### config.mk
export PLATFORM = sky130hd
export DESIGN_NAME = csr_access_ctrl
export DESIGN_NICKNAME = d
export VERILOG_FILES = /design/src/rtl/csr_access_ctrl.sv
export SDC_FILE = /design/constraint.sdc
export NUM_CORES = 1
export LEC_CHECK = 0
export CORE_MARGIN = 3
export CORE_UTILIZATION = 45
export DETAILED_ROUTE_END_ITERATION = 16
export HOLD_SLACK_MARGIN = 0.06
export PLACE_DENSITY = 0.81
export SYNTH_ARGS = -nofsm -noshare
export SYNTH_HDL_FRONTEND = slang
export SYNTH_SLANG_ARGS = --single-unit
export TNS_END_PERCENT = 5
### constraint.sdc
create_clock -name clk -period 2.15 [get_ports clk]
set_input_delay 0.5375 -clock clk [delete_from_list [all_inputs] [get_ports clk]]
set_output_delay 0.5375 -clock clk [all_outputs]
set_load 0.01 [all_outputs]
### src/rtl/csr_access_ctrl.sv
// csr_access_ctrl: runs one Zicsr instruction through fixed READ, WRITE and RESP cycles
// against a CSR file with a combinational read port and an edge-registered write port.
module csr_access_ctrl #(
  parameter int XLEN = 64
) (
  input  logic            clk,
  input  logic            rst,
  input  logic            req_valid,
  output logic            req_ready,
  input  logic [2:0]      req_op,
  input  logic [11:0]     req_addr,
  input  logic [XLEN-1:0] req_src,
  input  logic [4:0]      req_zimm,
  input  logic            req_rs1_zero,
  input  logic            req_rd_zero,
  output logic            csr_rd_ena,
  output logic [11:0]     csr_rd_addr,
  input  logic [XLEN-1:0] csr_rd_data,
  output logic            csr_wr_ena,
  output logic [11:0]     csr_wr_addr,
  output logic [XLEN-1:0] csr_wr_data,
  output logic            resp_valid,
  input  logic            resp_ready,
  output logic [XLEN-1:0] resp_data,
  output logic            resp_illegal
);

  typedef enum logic [1:0] {IDLE, READ, WRITE, RESP} state_e;

  state_e          state_q, state_d;
  logic [1:0]      kind_q, kind_d;
  logic [11:0]     addr_q, addr_d;
  logic [XLEN-1:0] operand_q, operand_d;
  logic [XLEN-1:0] old_q, old_d;
  logic            do_rd_q, do_rd_d;
  logic            do_wr_q, do_wr_d;
  logic            illegal_q, illegal_d;

  logic            is_rw, op_valid, src_zero, dec_rd, dec_wr, dec_ill, accept;
  logic [XLEN-1:0] operand_in;

  // funct3[1:0] selects write/set/clear; funct3[2] selects the immediate form.
  assign is_rw      = (req_op[1:0] == 2'b01);
  assign op_valid   = (req_op[1:0] != 2'b00);
  assign operand_in = req_op[2] ? {{(XLEN-5){1'b0}}, req_zimm} : req_src;
  assign src_zero   = req_op[2] ? (req_zimm == 5'd0) : req_rs1_zero;
  assign dec_rd     = !(is_rw && req_rd_zero);
  assign dec_wr     = is_rw || (op_valid && !src_zero);
  assign dec_ill    = !op_valid || (dec_wr && (req_addr[11:10] == 2'b11));

  // Gated by rst so the block never advertises readiness while held in reset.
  assign req_ready  = rst && (state_q == IDLE);
  assign accept     = req_valid && req_ready;

  always_comb begin
    state_d      = state_q;
    kind_d       = kind_q;
    addr_d       = addr_q;
    operand_d    = operand_q;
    old_d        = old_q;
    do_rd_d      = do_rd_q;
    do_wr_d      = do_wr_q;
    illegal_d    = illegal_q;
    csr_rd_ena   = 1'b0;
    csr_rd_addr  = '0;
    csr_wr_ena   = 1'b0;
    csr_wr_addr  = '0;
    csr_wr_data  = '0;
    resp_valid   = 1'b0;
    resp_data    = '0;
    resp_illegal = 1'b0;
    case (state_q)
      IDLE: begin
        if (accept) begin
          state_d   = READ;
          kind_d    = req_op[1:0];
          addr_d    = req_addr;
          operand_d = operand_in;
          do_rd_d   = dec_rd && !dec_ill;
          do_wr_d   = dec_wr && !dec_ill;
          illegal_d = dec_ill;
        end
      end
      READ: begin
        csr_rd_ena  = do_rd_q;
        csr_rd_addr = do_rd_q ? addr_q : 12'd0;
        old_d       = do_rd_q ? csr_rd_data : '0;
        state_d     = WRITE;
      end
      WRITE: begin
        csr_wr_ena  = do_wr_q;
        csr_wr_addr = do_wr_q ? addr_q : 12'd0;
        if (do_wr_q) begin
          case (kind_q)
            2'b10:   csr_wr_data = old_q | operand_q;
            2'b11:   csr_wr_data = old_q & ~operand_q;
            default: csr_wr_data = operand_q;
          endcase
        end
        state_d = RESP;
      end
      RESP: begin
        resp_valid   = 1'b1;
        resp_data    = old_q;
        resp_illegal = illegal_q;
        if (resp_ready) state_d = IDLE;
      end
      default: state_d = IDLE;
    endcase
  end

  always_ff @(posedge clk or negedge rst) begin
    if (!rst) begin
      state_q   <= IDLE;
      kind_q    <= 2'b00;
      addr_q    <= 12'd0;
      operand_q <= '0;
      old_q     <= '0;
      do_rd_q   <= 1'b0;
      do_wr_q   <= 1'b0;
      illegal_q <= 1'b0;
    end else begin
      state_q   <= state_d;
      kind_q    <= kind_d;
      addr_q    <= addr_d;
      operand_q <= operand_d;
      old_q     <= old_d;
      do_rd_q   <= do_rd_d;
      do_wr_q   <= do_wr_d;
      illegal_q <= illegal_d;
    end
  end

endmodule

==> results of run 1 <==
[flip-flops by register name (all words and copies together) (netlist names)]
| register | count |
|---|---|
| operand_q | 64 |
| old_q | 64 |
| do_wr_q | 1 |
| kind_q | 2 |
| illegal_q | 1 |
| state_q | 2 |
| do_rd_q | 1 |
| addr_q | 12 |
[layer usage]
metal	up-vias	track usage	wire length, µm
met5	-	0	0
li1	3714	-	-
met1	3877	0.361	11500
met2	337	0.454	13800
met3	64	0.0651	2090
met4	0	0.104	971
[layout by cell type, fill, tap and decap left out, types with 21 or more instances in the layout]
cell type          n
nand2b_1          59
and3_1            21
buf_6             37
o21ai_2           50
nand2_2           51
o21ai_0           45
dfrtp_1          145
a21oi_2           41
and2_4            34
nand3b_1          64
and2_1            33
nand2_1          187
a21oi_1           23
clkdlybuf4s50_1  151
buf_2            122
o21ai_1           33
inv_1             66
[cell usage after synthesis]
cell / instances / area [µm²]
a211oi_1: 1 / 7.51
a21oi_1: 66 / 330
a21oi_2: 1 / 8.76
a31oi_1: 3 / 18.8
a32o_1: 1 / 10.0
and2_1: 66 / 413
and2_4: 1 / 8.76
and3_1: 25 / 156
buf_1: 3 / 11.3
buf_12: 6 / 120
buf_2: 21 / 105
buf_6: 7 / 78.8
clkbuf_1: 31 / 116
clkbuf_2: 2 / 10.0
dfrtp_1: 147 / 3680
ha_1: 5 / 62.6
inv_1: 68 / 255
mux2_2: 1 / 11.3
mux2i_1: 6 / 60.1
nand2_1: 189 / 709
nand2_2: 50 / 313
nand2b_1: 59 / 369
nand3_1: 2 / 10.0
nand3b_1: 64 / 480
nor2_1: 3 / 11.3
nor2b_1: 2 / 12.5
nor4b_2: 1 / 15.0
o21a_1: 1 / 7.51
o21ai_0: 45 / 225
o21ai_1: 33 / 165
o21ai_2: 50 / 438
o31ai_1: 1 / 7.51
[worst register-to-register path, stage by stage, from the launching register on]
cell,delay (ns)
dfrtp_2,0.48
inv_4,0.11
ha_4,0.18
buf_6,0.13
buf_4,0.11
buf_4,0.13
buf_8,0.47
o21ai_0,0.24
[what timing repair did]
item / in CTS / in global routing
buffers inserted: 9 / 3
endpoints found under the setup margin: 160 / 166
resized for setup: 620 / 141
pin swaps: 18 / 4
endpoints found under the hold margin: 11 / 0
gates cloned: 6 / 1
hold buffers: 1 / 0
[per-stage QoR]
| stage | area (µm²) | hold WS (ns) | cells | power (W) |
|---|---|---|---|---|
| final | 12200 | 0.497 | 1504 | 0.0141 |
| after global routing | 12200 | 0.517 | 1504 | 0.0149 |
| after CTS | 12200 | 0.492 | 1500 | 0.0138 |
| after detailed placement | 11500 | 0.478 | 1453 | 0.0101 |
| after global placement | 11500 | 0.474 | 1453 | 0.00995 |
| after floorplan | 8230 | 0.242 | 961 | 0.00774 |
[cell families (layout without fill, tap and decap cells)]
family / Yosys count / in the layout / synth area share
AO/OA/AOI/OAI: 202 / 202 / 0.148
adder cells (fa/ha/maj): 5 / 5 / 0.00760
buffers and inverters: 138 / 455 / 0.0847
flip-flops: 147 / 147 / 0.447
multiplexers: 7 / 7 / 0.00867
other: 0 / 1 / 0
AND/OR/NAND/NOR: 462 / 462 / 0.304
[cell type report]
| cell class | count | share of cell area |
|---|---|---|
| Tap cell | 225 | 0.0231 |
| Sequential cell | 147 | 0.301 |
| Multi-Input combinational cell | 676 | 0.344 |
| Timing Repair Buffer | 356 | 0.260 |
| Clock inverter | 9 | 0.0106 |
| Clock buffer | 22 | 0.0388 |
| Inverter | 68 | 0.0211 |
| Antenna cell | 1 | 0.000205 |
[power groups by stage]
stage	clock network (W)	registers (W)	logic (W)
2_1_floorplan	0	0.00438	0.00336
3_3_place_gp	0	0.00474	0.00521
3_5_place_dp	0	0.00476	0.00534
4_1_cts	0.00310	0.00477	0.00592
5_1_grt	0.00324	0.00495	0.00674
6_report	0.00306	0.00483	0.00619
[final timing paths]
| kind | startpoint | endpoint | slack, ns | cells past startpoint |
|---|---|---|---|---|
| worst max-delay path | state_q[1] | csr_wr_data[20] | -0.18 | 5 |
| worst max register to register | state_q[1] | old_q[0] | 0.15 | 7 |
| min in group asynchronous | rst | state_q[1] | 0.60 | 3 |
| worst min-delay path | operand_q[37] | operand_q[37] | 0.50 | 2 |
| max in group asynchronous | rst | operand_q[30] | 0.37 | 4 |
| worst min register to register | operand_q[37] | operand_q[37] | 0.50 | 2 |
==> impl_summary.md, run 1 <==
Clock tree
TritonCTS built the clock tree. The number of buffers on the longest clock path is 2. The clock root buffer is clkbuf_16.

In this run the number of H-tree levels came out at 4. The number of CTS-inserted buffers is 17. The clock slew seen by the registers of the worst setup and hold paths is 0.06 ns. The clock net in this run drives a total of 147 sinks. The later pin in the worst-skew pair is clocked with a latency of 0.42 ns.

STA
The number of failing hold endpoints at the final stage is 0. The max-slew violation count is 0. The post-route fraction of the period consumed by the critical path is 1.09.

The worst max-slew margin expressed relative to the limit is 0.390. In the post-route analysis, the smallest setup slack over all paths is -0.183 ns. The actual transition at the worst max-transition pin is 0.915 ns. Counting I/O delays and the setup requirement, the final critical path takes 2.33 ns.

The sum of negative setup slack is -8.90 ns. The maximum operating frequency is 429 MHz. The worst-case clock skew is 0.00992 ns. Setup repair after global routing could not meet its margin everywhere. Setup violations remaining at the end of the flow were counted as 138.

Setup path
For the worst setup path, the data arrival time is 1.80 ns. The number of buffers and inverters on the critical path is 2. For the worst setup path, the data required time is 1.61 ns. The endpoint class of the critical path is an output pin. The path type of the worst setup path is flip-flop to output pin. The signal on the critical path passes through ha_4 -> nand2_8 -> buf_12 -> a21oi_1 -> clkdlybuf4s15_2. The kind of cell with the highest combined delay on the critical path is flip-flops. The startpoint type of the worst setup path is a flip-flop.

The largest stage delay on the critical path is 0.47 ns. The largest individual stage delay along the critical path comes from the cell dfrtp_2. The largest fanout of any net on the critical path is 20.

Power
The fraction of power spent switching nets is 0.393. Of the total power, registers draw 0.343. The share of total power dissipated in combinational logic is 0.440.

The leakage power figure is 5.62 nW. The peak supply drop is 0.000798 V. For this design the total switching power over the nets is 0.00554 W.

The cell internal power dissipation is 0.00855 W. The share of total power dissipated in the clock network is 0.217. Power spread over the standard cell area amounts to 1150 mW/mm².

GRT
The overall overflow remaining after global route is 0. The maximum number of pins on one net before global-route repair is 72. The combined global-route utilization of all metal layers is 0.278.

The via count of the first global-routing pass is 7846. The initial antenna violation count is 2. The first global-routing pass estimated 43500 µm of wire.

Synthesis
The share of the Yosys chip area taken by registers is 0.447. In this run the cell area of the synthesized design comes to 0.00823 mm². Synthesis produced a netlist with a net count of 1120.

The synthesis-stage register bit count is 147. The mean area per synthesized cell is 8.56 µm². The post-synthesis cell type count is 32. The number of warnings reported in the yosys synthesis log is 0. Synthesis produced 961 cells.

Route
The average routed wire per standard cell is 18.9 µm. Using the TritonRoute via totals, the vias-per-cell ratio works out to 5.31. The first TritonRoute pass finished after 5 iterations. For this block, the initial DRC count from the detailed router was 511. For this run, design rule violations remaining after detail routing come to 0. The total vias in the final route is 7992. For this block, the routed nets add up to 28400 µm of wire. The post-detailed-route count of antenna-violating nets is 0.

Die
The die boundary height is 141 µm. The die outline width is 141 µm. The area of the die is 0.0199 mm². The placement row count is 48. The initial utilization of the core area, before any placement, comes to 0.468.

The region available for standard cell placement spans 0.0176 mm². The I/O pin count is 311.

Layout
The layout has 1449 filler cells. In the final layout, the share of cells above drive strength 1 is 0.333. The post-layout net count is 1425.

The relative area change from synthesis to final layout is 48.5%. In the final layout, the multi-input gates occupy 0.00421 mm². The register area is 0.00368 mm². Measured on the finished design, the core utilization comes to 0.694.

Outcome
The flow ran to the end, but the final reports show violations. The final reports fail on setup timing.

Placement
The wire-length estimate of the detail-placed layout is 18100 µm. Buffers placed on the I/O ports in this run total 310. OpenSTA, run right after detailed placement, puts the worst setup slack at -0.127 ns. Routability-driven placement finished with a final weighted congestion of 0.863.

Flow run
Max-cap violations in this run came to 0.

Hold path
In this run the worst hold path is classified as flip-flop to flip-flop.
Note: power is estimated with default switching activity, not from simulation.
==> run 2: changes to the inputs <==
Settings changed: CORE_UTILIZATION 45 to 48, PLACE_DENSITY 0.81 to 0.86.
Clock period 2.15 ns to 2.9 ns, I/O delays scaled along.
==> impl_summary.md, run 2 (same netlist as run 1, synthesis figures left out) <==
Die
The placement row count came to 47 (-2.1%). The I/O pin count came to 311 (unchanged). The core footprint was 0.0167 mm² (-5.1%).

The area of the die is 0.0187 mm² (-6.0%). The die boundary height is 137 µm (-3.0%). The initial standard-cell utilization of the core came to 0.493 (+0.0251).

The die outline width is 137 µm (-3.0%).

Clock tree
The number of clock sinks is 147 (unchanged). The number of CTS-inserted buffers is 17 (unchanged). The clock insertion delay at the later pin of the skew report came to 0.41 ns (about the same). The number of buffers inserted by post-CTS setup repair is 0 (-9). The CTS tree is done. The number of buffers on the longest clock path was 2 (unchanged). The clock slew seen by the registers of the worst setup and hold paths is 0.06 ns (about the same).

Clock tree synthesis selected as its root buffer the cell clkbuf_16. The depth of the CTS H-tree came to 4 (unchanged).

Route
The length of routed wiring on met1 is 10000 µm (-13%). The post-detailed-route count of antenna-violating nets came to 0 (unchanged). The average vias per placed instance is 5.27 (-0.84%). The number of optimization iterations in the first detailed-route pass is 5 (unchanged).

After detailed routing, no signal wire sits above met4. The number of design-rule violations left by the first detailed-router iteration is 552 (+8.0%). The wire length on met2 is 12600 µm (-8.8%). The total vias in the final route was 7746 (-3.1%). The DRC violation count after routing is 0 (unchanged). The met3 routed wirelength is 1890 µm (-9.9%).

The average routed wire per standard cell is 17.4 µm (-8.0%). The final wirelength was 25500 µm (-10%).

Setup path
The logic depth of the worst register-to-register path was 6 (-1). The capture point of the critical path is csr_wr_data[3]. The critical path in this run is classified as flip-flop to output pin. The critical path starts at state_q[0]. The startpoint type of the worst setup path is a flip-flop.

The worst reg-to-reg setup slack is 0.80 ns (+0.65 ns). The endpoint identified for the worst register-to-register timing path is old_q[2]. The endpoint class of the critical path is an output pin.

The critical path goes through inv_2 -> ha_2 -> nand2_4 -> buf_8 -> a21oi_1 -> clkdlybuf4s50_1. The largest stage delay on the critical path is 0.55 ns (+0.08 ns). The arrival time at the worst endpoint was 2.17 ns (+0.37 ns). The slowest stage of the critical path belongs to the cell clkdlybuf4s50_1.

The required time of the worst setup path is 2.17 ns (+0.56 ns). The largest fanout of any net on the critical path is 21 (+5.0%). The startpoint identified for the worst register-to-register timing path is state_q[1].

Hold path
The class of the tightest hold or removal check is primary input to asynchronous set/reset pin.

GRT
The maximum number of pins on one net before global-route repair is 67 (-6.9%). The wire length of the first global-routing pass is 40200 µm (-7.4%). The initial antenna violation count is 0 (-2). The overall overflow remaining after global route is 0 (unchanged).

The combined global-route utilization of all metal layers is 0.275 (-0.00296). The via count of the first global-routing pass is 7755 (-1.2%).

Layout
In the final layout, the registers with the most flip-flops are old_q x64, operand_q x64, addr_q x12. The layout cell share with drive strength beyond 1 was 0.130 (-0.204). The total non-filler cell area in the finished layout is 0.0121 mm² (-0.79%).

Relative to the synthesized area, the layout overhead comes to 47.3%. The antenna diode count was 0 (-1). Leaving out fill and tap cells, the most frequent cells in the layout are clkdlybuf4s50_1 (253), nand2_1 (187), dfrtp_1 (145). The post-layout net count is 1397 (-2.0%).

The library cell used most frequently in the layout, excluding fill and tap cells, is clkdlybuf4s50_1.

Placement
The setup slack at placement was 0.252 ns (+0.379 ns). The half-perimeter wire length after placement is 18200 µm (+0.47%). The number of input and output port buffers inserted is 310 (unchanged). The total placed instance area is 0.0114 mm² (-1.2%). The routability-driven placement congestion ratio is 0.844 (-2.2%).

Outcome
The run finished with clean final reports.

Power
The peak supply drop is 0.000726 V (-9.1%). The leakage power figure came to 5.98 nW (+6.3%). The ratio of total power to cell area is 787 mW/mm² (-32%).

STA
The worst path in the final design needs a cycle of 2.90 ns, including I/O delays and setup. The worst-case clock skew is 0.0110 ns (+0.00110 ns). The post-route fraction of the period consumed by the critical path is 1.00. The maximum operating frequency is 345 MHz. The worst hold slack is 0.160 ns (-0.336 ns). The total setup violations reported at the end of the flow was 0 (-100%). The actual transition at the worst max-transition pin was 1.08 ns (+0.165 ns).

The worst max-slew margin expressed relative to the limit was 0.280 (-0.110). The sum of negative setup slack is 0 ns (+8.90 ns). Setup repair after global routing could not meet its margin everywhere. The final setup slack of the worst path is 0.000723 ns (+0.184 ns).

The number of failing hold endpoints at the final stage was 0 (unchanged). The max-slew violation count is 0 (unchanged).

Flow run
The max-capacitance violation count is 0 (unchanged).
run 2: how the worst min path moves through the flow:
stage | start | endpoint | slack [ns] | cells after the start
after floorplan | rst | addr_q[0] | 0.43 | 0
after global placement | operand_q[61] | operand_q[61] | 0.48 | 2
after detailed placement | addr_q[10] | addr_q[10] | 0.48 | 2
after CTS | rst | operand_q[62] | 0.15 | 1
after global routing | rst | addr_q[3] | 0.15 | 1
final | rst | operand_q[62] | 0.16 | 1
run 2: cell type report:
cell class / instances / area [µm²]
clock buffers: 19 / 433
multi-input cells: 676 / 3890
fillers: 1270 / 4580
well taps: 220 / 275
clock inverters: 12 / 155
repair buffers: 328 / 3430
inverters: 68 / 255
flip-flops and latches: 147 / 3680
run 2: timing repair:
action | CTS | global route
hold buffers | 0 | 0
resized for setup | 11 | 56
hold endpoints to repair | 0 | 0
setup endpoints to repair | 61 | 62
run 2: worst max-delay path: cells and delay by family, from the launching register on:
kind,cells,cell delay (ns)
and+or+nand+nor,1,0.12
AOI/OAI and AO/OA,1,0.13
buffers and inverters,3,0.86
DFF,1,0.44
adders and majority gates,1,0.21
run 2: per-layer routing:
layer  GRT usage  vias up
li1            -     3653
met1       0.341     3700
met2       0.464      325
met3      0.0691       68
met4       0.105        0
met5           0        -
run 2: power breakdown:
part           internal, W  switching (W)
clock network      0.00135       0.000856
registers          0.00284       0.000713
logic              0.00169        0.00208
total              0.00588        0.00365
run 2: metrics by stage:
step	total power (W)	instances	util
5_1_grt	0.0102	1470	0.726
4_1_cts	0.00959	1470	0.717
2_1_floorplan	0.00574	961	-
6_report	0.00954	1470	0.726
3_3_place_gp	0.00719	1439	0.681
3_5_place_dp	0.00733	1439	0.681
